File: src/rtl/multi_clock_divider_if.sv
// ---------------------------------------------------------------------------
// multi_clock_divider_if
//
// Purpose:
//   Bundles the divisor write port, the global sync request and the
//   per-channel divider outputs of multi_clock_divider into one interface.
//
// Signals:
//   io_wrValid    divisor write request
//   io_wrReady    write can be accepted this cycle
//   io_wrChannel  target channel of the write (CW bits)
//   io_wrDivisor  new divisor (WIDTH bits); 0 disables the channel
//   io_syncAll    one-cycle request to restart all channels in phase
//   io_clkOut     divided clock per channel
//   io_tick       one-cycle pulse at each io_clkOut period start
//   io_pending    channel holds an accepted divisor not yet applied
//
// Modports:
//   master  drives requests, observes divider outputs (controller / bench)
//   slave   the divider itself
// ---------------------------------------------------------------------------
interface multi_clock_divider_if #(
  parameter int CHANNELS = 4,
  parameter int WIDTH    = 16
);

  // Channel index width; at least one bit even for a single channel.
  localparam int CW = (CHANNELS > 1) ? $clog2(CHANNELS) : 1;

  logic                io_wrValid;
  logic                io_wrReady;
  logic [CW-1:0]       io_wrChannel;
  logic [WIDTH-1:0]    io_wrDivisor;
  logic                io_syncAll;
  logic [CHANNELS-1:0] io_clkOut;
  logic [CHANNELS-1:0] io_tick;
  logic [CHANNELS-1:0] io_pending;

  modport master (
    output io_wrValid,
    output io_wrChannel,
    output io_wrDivisor,
    output io_syncAll,
    input  io_wrReady,
    input  io_clkOut,
    input  io_tick,
    input  io_pending
  );

  modport slave (
    input  io_wrValid,
    input  io_wrChannel,
    input  io_wrDivisor,
    input  io_syncAll,
    output io_wrReady,
    output io_clkOut,
    output io_tick,
    output io_pending
  );

endinterface

File: src/rtl/multi_clock_divider.sv
// ---------------------------------------------------------------------------
// multi_clock_divider
//
// Purpose:
//   CHANNELS independent programmable clock dividers. Each channel counts
//   system clock cycles modulo its divisor and produces a registered,
//   roughly 50% duty divided clock (io_clkOut) plus a one-cycle tick at the
//   start of every period (io_tick). Divisors are written through a
//   valid/ready port into a per-channel holding register and only take
//   effect at a period boundary, so the divided clock never glitches.
//   A global sync request restarts every channel in phase.
//
// Ports:
//   clock   system clock, all logic on the rising edge
//   reset   asynchronous active-low reset (release expected synchronous)
//   bus     multi_clock_divider_if.slave:
//             io_wrValid / io_wrReady / io_wrChannel / io_wrDivisor
//               divisor write handshake
//             io_syncAll   restart all channels in phase
//             io_clkOut    divided clock per channel (registered)
//             io_tick      period-start pulse per channel (registered)
//             io_pending   accepted divisor waiting to be applied
// ---------------------------------------------------------------------------
module multi_clock_divider #(
  parameter int CHANNELS    = 4,
  parameter int WIDTH       = 16,
  parameter int DEFAULT_DIV = 120
) (
  input  logic                   clock,
  input  logic                   reset,
  multi_clock_divider_if.slave   bus
);

  localparam int CW = (CHANNELS > 1) ? $clog2(CHANNELS) : 1;

  localparam logic [WIDTH-1:0] ZERO      = '0;
  localparam logic [WIDTH-1:0] ONE       = WIDTH'(1);
  localparam logic [WIDTH-1:0] RESET_DIV = WIDTH'(DEFAULT_DIV);
  localparam logic [WIDTH-1:0] RESET_CNT = WIDTH'(DEFAULT_DIV - 1);

  // One-hot decode of the write target. An out-of-range channel index
  // matches no channel, so such a write is accepted and simply dropped.
  logic [CHANNELS-1:0] wr_sel;
  logic [CHANNELS-1:0] pend_all;
  logic [CHANNELS-1:0] clk_out_all;
  logic [CHANNELS-1:0] tick_all;
  logic                wr_fire;

  // A channel can take a new divisor only once the previous one is applied.
  assign bus.io_wrReady = ~|(wr_sel & pend_all);
  assign wr_fire        = bus.io_wrValid & bus.io_wrReady;

  assign bus.io_clkOut  = clk_out_all;
  assign bus.io_tick    = tick_all;
  assign bus.io_pending = pend_all;

  for (genvar g = 0; g < CHANNELS; g++) begin : g_ch

    logic [WIDTH-1:0] div_q;
    logic [WIDTH-1:0] cnt_q;
    logic [WIDTH-1:0] pend_div_q;
    logic             pend_q;
    logic             clk_out_q;
    logic             tick_q;

    logic [WIDTH-1:0] div_d;
    logic [WIDTH-1:0] cnt_d;
    logic             pend_d;
    logic [WIDTH-1:0] thresh_d;
    logic             disabled;
    logic             wrap;
    logic             apply;
    logic             accept;

    assign wr_sel[g]      = (bus.io_wrChannel == CW'(g));
    assign pend_all[g]    = pend_q;
    assign clk_out_all[g] = clk_out_q;
    assign tick_all[g]    = tick_q;

    assign disabled = (div_q == ZERO);
    assign wrap     = !disabled && (cnt_q == (div_q - ONE));
    assign accept   = wr_fire & wr_sel[g];

    // A pending divisor lands at a period boundary: the wrap edge, any edge
    // while the channel is idle, or a global sync. Acceptance can never
    // coincide with an apply because a pending channel is not ready, which
    // is what keeps a write on a wrap edge waiting for the following wrap.
    assign apply = pend_q & (wrap | disabled | bus.io_syncAll);

    // Next-state for divisor, counter and pending flag.
    always_comb begin
      div_d  = div_q;
      cnt_d  = cnt_q;
      pend_d = pend_q;
      if (apply) begin
        div_d  = pend_div_q;
        cnt_d  = ZERO;
        pend_d = 1'b0;
      end else if (bus.io_syncAll || disabled || wrap) begin
        cnt_d  = ZERO;
      end else begin
        cnt_d  = cnt_q + ONE;
      end
      if (accept) begin
        pend_d = 1'b1;
      end
    end

    // High phase length: half the period, rounded down, except that a
    // divide-by-one channel is permanently high.
    assign thresh_d = (div_d == ONE) ? ONE : (div_d >> 1);

    // State and registered outputs. Outputs are computed from the next
    // state so they line up with the counter value held after this edge.
    always_ff @(posedge clock or negedge reset) begin
      if (!reset) begin
        div_q      <= RESET_DIV;
        cnt_q      <= RESET_CNT;
        pend_q     <= 1'b0;
        pend_div_q <= ZERO;
        clk_out_q  <= 1'b0;
        tick_q     <= 1'b0;
      end else begin
        div_q      <= div_d;
        cnt_q      <= cnt_d;
        pend_q     <= pend_d;
        if (accept) begin
          pend_div_q <= bus.io_wrDivisor;
        end
        clk_out_q  <= (div_d != ZERO) && (cnt_d < thresh_d);
        tick_q     <= (div_d != ZERO) && (cnt_d == ZERO);
      end
    end

  end : g_ch

endmodule

File: src/flat_wrapper.sv
// flat-port wrapper written by rule: the top's interface ports become plain ports
module multi_clock_divider_flat 
#(
  parameter int CHANNELS    = 4,
  parameter int WIDTH       = 16,
  parameter int DEFAULT_DIV = 120
)
  (clock, reset, bus_io_wrValid, bus_io_wrChannel, bus_io_wrDivisor, bus_io_syncAll, bus_io_wrReady, bus_io_clkOut, bus_io_tick, bus_io_pending);
  multi_clock_divider_if #(.CHANNELS(CHANNELS), .WIDTH(WIDTH)) bus_i ();
  input  logic clock;
  input  logic reset;
  input wire logic [$bits(bus_i.io_wrValid)-1:0] bus_io_wrValid;
  input wire logic [$bits(bus_i.io_wrChannel)-1:0] bus_io_wrChannel;
  input wire logic [$bits(bus_i.io_wrDivisor)-1:0] bus_io_wrDivisor;
  input wire logic [$bits(bus_i.io_syncAll)-1:0] bus_io_syncAll;
  output wire logic [$bits(bus_i.io_wrReady)-1:0] bus_io_wrReady;
  output wire logic [$bits(bus_i.io_clkOut)-1:0] bus_io_clkOut;
  output wire logic [$bits(bus_i.io_tick)-1:0] bus_io_tick;
  output wire logic [$bits(bus_i.io_pending)-1:0] bus_io_pending;
  assign bus_i.io_wrValid = bus_io_wrValid;
  assign bus_i.io_wrChannel = bus_io_wrChannel;
  assign bus_i.io_wrDivisor = bus_io_wrDivisor;
  assign bus_i.io_syncAll = bus_io_syncAll;
  assign bus_io_wrReady = bus_i.io_wrReady;
  assign bus_io_clkOut = bus_i.io_clkOut;
  assign bus_io_tick = bus_i.io_tick;
  assign bus_io_pending = bus_i.io_pending;
  multi_clock_divider #(.CHANNELS(CHANNELS), .WIDTH(WIDTH), .DEFAULT_DIV(DEFAULT_DIV)) u_core (.clock(clock), .reset(reset), .bus(bus_i));
endmodule
File: config.mk
export PLATFORM = sky130hd
export DESIGN_NAME = multi_clock_divider_flat
export DESIGN_NICKNAME = d
export VERILOG_FILES = /design/src/rtl/multi_clock_divider_if.sv /design/src/rtl/multi_clock_divider.sv /design/src/flat_wrapper.sv
export SDC_FILE = /design/constraint.sdc
export NUM_CORES = 1
export LEC_CHECK = 0
export CAP_MARGIN = 20
export CORE_MARGIN = 4
export CORE_UTILIZATION = 70
export DETAILED_ROUTE_END_ITERATION = 12
export DONT_BUFFER_PORTS = 1
export GPL_TIMING_DRIVEN = 0
export PLACE_DENSITY = 0.86
export SKIP_CTS_REPAIR_TIMING = 1
export SLEW_MARGIN = 20
export SYNTH_ARGS = -nofsm -noshare
export SYNTH_HDL_FRONTEND = slang
export SYNTH_SLANG_ARGS = --single-unit
File: constraint.sdc
create_clock -name clock -period 8.2 [get_ports clock]
set_clock_uncertainty 0.15 [all_clocks]
set_input_delay 1.23 -clock clock [delete_from_list [all_inputs] [get_ports clock]]
set_output_delay 1.23 -clock clock [all_outputs]
set_load 0.03 [all_outputs]
Word level (Yosys, flattened, before mapping)
Index checks and enable logic that the tools add are counted.

word-level totals
  flip-flop bits (word level) = 204
  word-level logic and storage cells = 132
  output and inout bits = 13
  input port bits = 22

cells by class
  reduce and logical (&&, ||, !) cells = 43
  add/sub/neg operators = 8
  mux-type cells = 24
  bitwise operators = 18
  order comparisons = 4
  equal/unequal tests = 11

operator list
  kind                                                  count
  2-to-1 mux 16 bit                                     12
  logical NOT 16 bit                                    8
  adder 16 x 1 -> 16 bit, second input constant         4
  equality test 16 x 1 -> 1 bit, second input constant  4
  equality test 16 bit                                  4
  < comparator 16 bit                                   4
  nonzero test 16 bit                                   4
  subtractor 16 x 1 -> 16 bit, second input constant    4
  2-to-1 mux 15 bit                                     4
  logical AND 1 bit                                     12
  AND 1 bit                                             9
  logical OR 1 bit                                      8
  2-to-1 mux 1 bit                                      8
  bitwise OR 1 bit                                      8
  nonzero test 2 bit                                    4
  logical NOT 1 bit                                     5
  AND 4 bit                                             1
  equality test 2 bit, second input constant            2
  OR reduction 4 bit                                    1
  equality test 2 x 1 -> 1 bit, second input constant   1
  logical NOT 2 bit                                     1

Depth between registers and ports, before layout
  word-level depth = 11
  gate-level depth with buffers = 20
  mapped depth without buffers = 19

Least setup slack after synthesis
No wires, ideal clock.

  kind = reg2reg
  start point = reg u_core.g_ch[1].div_q[4]
  end point = reg u_core.g_ch[1].clk_out_q
  cell stages (with the launch flop) = 18
  path buffers = 2
  clock period less this slack = 4589 ps
  setup time = 94 ps
  arrival time = 4345 ps
  required time = 7956 ps
  slack = 3611 ps
  cell sequence = dfstp_2 -> clkbuf_1 -> or4_4 -> nor3_1 -> a32oi_1 -> a2111oi_0 -> o2111ai_1 -> a21oi_1 -> buf_4 -> mux2i_1 -> ha_1 -> o21a_1 -> o21a_1 -> o21ai_0 -> nor3b_1 -> a2111oi_0 -> o211ai_1 -> a211oi_1

on the way
  longest elaborated chain between the ends = 11
  elaborated cells between the ends (all ways) = 18
  those cells by class = add/sub (1); order compare (1); eq/ne (2); mux (4); bitwise (3); reduce/logical (7)

RTL lines
  what                                                               RTL line                                              source
  from (decl)                                                        multi_clock_divider.sv:59                             logic [WIDTH-1:0] div_q;
  from (signal assigned)                                             multi_clock_divider.sv:124                            div_q <= div_d;
  subtractor 16 x 1 -> 16 bit or logical NOT 16 bit (tied branches)  multi_clock_divider.sv:81, multi_clock_divider.sv:80
  equality test 16 bit or logical NOT 1 bit (tied branches)          multi_clock_divider.sv:81                             assign wrap = !disabled && (cnt_q == (div_q - ONE));
  logical AND 1 bit                                                  multi_clock_divider.sv:81
  bitwise OR 1 bit (2 in a row)                                      multi_clock_divider.sv:88                             assign apply = pend_q & (wrap | disabled | bus.io_syncAll);
  AND 1 bit                                                          multi_clock_divider.sv:88
  2-to-1 mux 16 bit                                                  multi_clock_divider.sv:95                             if (apply) begin
  equality test 16 x 1 -> 1 bit                                      multi_clock_divider.sv:111                            assign thresh_d = (div_d == ONE) ? ONE : (div_d >> 1);
  2-to-1 mux 15 bit                                                  multi_clock_divider.sv:111
  < comparator 16 bit                                                multi_clock_divider.sv:130                            clk_out_q <= (div_d != ZERO) && (cnt_d < thresh_d);
  logical AND 1 bit *                                                multi_clock_divider.sv:130
  to (signal assigned)                                               multi_clock_divider.sv:130
  to (decl)                                                          multi_clock_divider.sv:63                             logic clk_out_q;

Every way passes the cells marked *; elsewhere a longest branch is shown, timed or not.
A chain may end at the register's enable or synchronous reset.

Worst setup path after layout
  start point = reg u_core.g_ch[1].div_q[0]
  end point = reg u_core.g_ch[1].clk_out_q

on the way
  elaborated cells between the ends (all ways) = 18
  those cells by class = add/sub (1); order compare (1); eq/ne (2); mux (4); bitwise (3); reduce/logical (7)

RTL lines
  what                                                               RTL line                                              source
  subtractor 16 x 1 -> 16 bit or logical NOT 16 bit (tied branches)  multi_clock_divider.sv:81, multi_clock_divider.sv:80
  equality test 16 bit or logical NOT 1 bit (tied branches)          multi_clock_divider.sv:81
  logical AND 1 bit                                                  multi_clock_divider.sv:81
  bitwise OR 1 bit (2 in a row)                                      multi_clock_divider.sv:88
  AND 1 bit                                                          multi_clock_divider.sv:88
  2-to-1 mux 16 bit *                                                multi_clock_divider.sv:95
  named net u_core.g_ch[1].cnt_d[2]                                  multi_clock_divider.sv:67                             logic [WIDTH-1:0] cnt_d;
  < comparator 16 bit *                                              multi_clock_divider.sv:130
  logical AND 1 bit *                                                multi_clock_divider.sv:130

Mark *: on every way through the listed nets, which the timed path passes. The rest lies on a longest branch.

==> flow_metrics.env <==
export IMPL_die_y_um=146
export IMPL_r2r_end="u_core.g_ch[1].clk_out_q$_DFF_PN0_"
export IMPL_seq_area_sq_mm=0.00515
export IMPL_finalSetupTns_ps=0
export IMPL_synthTopCellsByArea="dfrtp_1 31%, dfstp_2 7.9%, mux2_2 6.8%"
export IMPL_drc=0
export IMPL_finalCritPeriodShare_pct=69.5
export IMPL_async_flop_share_pct=100
export IMPL_r2r_setup_slack_ps=2500
export IMPL_via_per_inst=6.56
export IMPL_ys_types=77
export IMPL_drv_slew=0
export IMPL_cp_end_kind="flop"
export IMPL_worst_pin_slew_ps=1010
export IMPL_max_vdd_ir_drop_mv=0.223
export IMPL_r2r_cells=18
export IMPL_die_width_um=146
export IMPL_syn_avg_cell_area_sq_um=10.0
export IMPL_design_core_area_sq_mm=0.0187
export IMPL_wirelength_um=32900
export IMPL_layout_drive_gt1_share_pct=16.6
export IMPL_worstReg2RegStart="u_core.g_ch[1].div_q[0]$_DFF_PN0_"
export IMPL_synth_nets=1420
export IMPL_n_antenna_cell=0
export IMPL_numCtsBuffers=23
export IMPL_start_kind="flop"
export IMPL_synthCells=1330
export IMPL_grt_pass1_wl_um=54100
export IMPL_criticalPathCategory="flop to flop"
export IMPL_dieArea_sq_mm=0.0213
export IMPL_io_buffer_count=0
export IMPL_multiInputGateArea_sq_mm=0.00758
export IMPL_cts_tree="done"
export IMPL_grt_start_max_net_pins=205
export IMPL_place_congestion=0.908
export IMPL_cp_depth=18
export IMPL_yosysSeqAreaShare_pct=38.7
export IMPL_period_minus_slack_ps=5700
export IMPL_drtIter0Drc=821
export IMPL_fillers=1193
export IMPL_path_cells="inv_1 > ha_1 > or3b_2 > o31ai_1 > nand4_1 > a2111oi_0 > o2111ai_1 > nand2_1 > clkbuf_1 > nor2_1 > ha_1 > o21a_1 > o21a_1 > o21ai_0 > nor3b_1 > a2111oi_0 > o211ai_1 > a211oi_1"
export IMPL_critical_path_endpoint="u_core.g_ch[1].clk_out_q$_DFF_PN0_"
export IMPL_power_density_mw_per_mm2=289
export IMPL_cts_sinks=204
export IMPL_fmax_mhz=175
export IMPL_hpwl_um=23400
export IMPL_grt_setup_unrepaired="no"
export IMPL_grt_pass1_vias=10700
export IMPL_h_tree_depth=1
export IMPL_drv_cap=0
export IMPL_area_growth_synth_to_final_pct=8.34
export IMPL_crit_fanout=10
export IMPL_leakage_nw=6.27
export IMPL_synth_ff_type="dfrtp_1"
export IMPL_grt_usage_pct=30.7
export IMPL_num_rows=50
export IMPL_dr_pass1_iters=6
export IMPL_ys_ff_latch=204
export IMPL_synth_top_area_share_pct=30.8
export IMPL_syn_area_sq_mm=0.0133
export IMPL_status="complete, no violations"
export IMPL_utilization_pct=77.1
export IMPL_worst_path_max_delay_cell="or3b_2"
export IMPL_antenna_found_initial=1
export IMPL_slowest_delay_ps=520
export IMPL_critPathTopFamily="compound AO/OA/AOI/OAI gates"
export IMPL_insertion_delay_ps=530
export IMPL_start_util_pct=71.2
export IMPL_nets=1445
export IMPL_setup_violations=0
export IMPL_postRouteAntennaNets=0
export IMPL_synth_edff_count=0
export IMPL_cp_required_ps=8480
export IMPL_slew_headroom_pct=32.4
export IMPL_yosys_warnings=0
export IMPL_cts_clk_slew_worst_paths_ps=60
export IMPL_crit_path_start="u_core.g_ch[1].div_q[0]$_DFF_PN0_"
export IMPL_wl_per_cell_um=20.5
export IMPL_yosys_area_top_type="dfrtp_1"
export IMPL_yosysMostFrequentCell="dfrtp_1"
export IMPL_overflow=0
export IMPL_cts_root_buf="clkbuf_16"
export IMPL_cts_buffer_depth=3
export IMPL_vias=10500
export IMPL_ys_top_cells_by_count="164 x dfrtp_1, 117 x nor2_1, 81 x xnor2_1"
export IMPL_num_io_pins=35
export IMPL_finalHoldViolCount=0
export IMPL_cp_arrival_ps=5980
export IMPL_hold_path_class="input pin to asynchronous set/reset pin"
export IMPL_critPathBufInv=2
==> worst min path at each step <==
stage / start / endpoint / slack, ps
global route: reset / u_core.g_ch[3].cnt_q[7]$_DFF_PN0_ / 260
CTS: reset / u_core.g_ch[1].cnt_q[7]$_DFF_PN0_ / 250
finish: reset / u_core.g_ch[3].cnt_q[7]$_DFF_PN0_ / 270
detailed placement: u_core.g_ch[1].pend_div_q[0]$_DFFE_PN0P_ / u_core.g_ch[1].div_q[0]$_DFF_PN0_ / 350
global placement: u_core.g_ch[1].pend_div_q[0]$_DFFE_PN0P_ / u_core.g_ch[1].div_q[0]$_DFF_PN0_ / 340
floorplan: u_core.g_ch[1].pend_div_q[0]$_DFFE_PN0P_ / u_core.g_ch[1].div_q[0]$_DFF_PN0_ / 320
==> placed cells by master (no fill, tap or decap), types with 12 or more instances in the layout <==
cell / count
o21ai_0: 35
and3_1: 19
nand4_1: 27
nor2b_1: 15
xor2_1: 57
mux2_4: 16
mux2i_1: 60
nor3_1: 44
inv_1: 47
a21oi_1: 44
mux2_1: 12
dfrtp_1: 164
buf_4: 14
xnor2_1: 81
clkbuf_1: 62
nand3_1: 41
dfstp_2: 40
nor4_1: 27
nand2_1: 51
a21o_1: 23
mux2_2: 80
clkbuf_16: 23
ha_1: 68
nor2_1: 117
==> stage by stage <==
step / worst slack [ps] / instance area [sq um] / power, mW / hold slack [ps] / std cells
global route: 2050 / 14400 / 4.40 / 262 / 1605
detailed placement: 2760 / 13600 / 3.02 / 351 / 1564
finish: 2500 / 14400 / 4.17 / 273 / 1605
global placement: 2810 / 13600 / 2.94 / 342 / 1564
CTS: 2680 / 14400 / 4.15 / 250 / 1605
floorplan: 3610 / 13300 / 2.65 / 315 / 1330
==> layout make-up <==
type	instances	share of cell area [%]
multi-input combinational	991	52.5
sequential	204	35.7
clock inverter	11	1.14
inverter	47	1.22
tap	234	2.03
clock buffer	30	4.45
buffer	88	2.92
==> cell families after synthesis <==
family,Yosys count,share of synthesized area [%]
AO/OA/AOI/OAI,194,10.2
XOR/XNOR,138,9.07
adder cells (fa/ha/maj),68,6.39
buffers and inverters,135,4.49
flip-flops,204,38.7
multiplexers,169,14.3
AND/OR/NAND/NOR,422,16.8
==> power breakdown <==
part	internal, mW	switching, mW
logic	0.672	0.782
clock network	0.677	0.426
registers	1.28	0.324
total	2.63	1.53
==> layer usage <==
layer / up-vias / part of all wire, % / global-route usage [%]
li1: 4844 / - / -
met1: 5164 / 42 / 40.7
met2: 432 / 47 / 50.6
met3: 92 / 7.0 / 6.20
met4: 2 / 3.5 / 10.9
met5: - / 0.043 / 0
==> flip-flops by register name, summed over array words and instances, names as in the netlist <==
register,cells
u_core.g_ch.cnt_q,64
u_core.g_ch.div_q,64
u_core.g_ch.pend_div_q,64
u_core.g_ch.clk_out_q,4
u_core.g_ch.pend_q,4
u_core.g_ch.tick_q,4
Note: power is estimated with default switching activity, not from simulation.
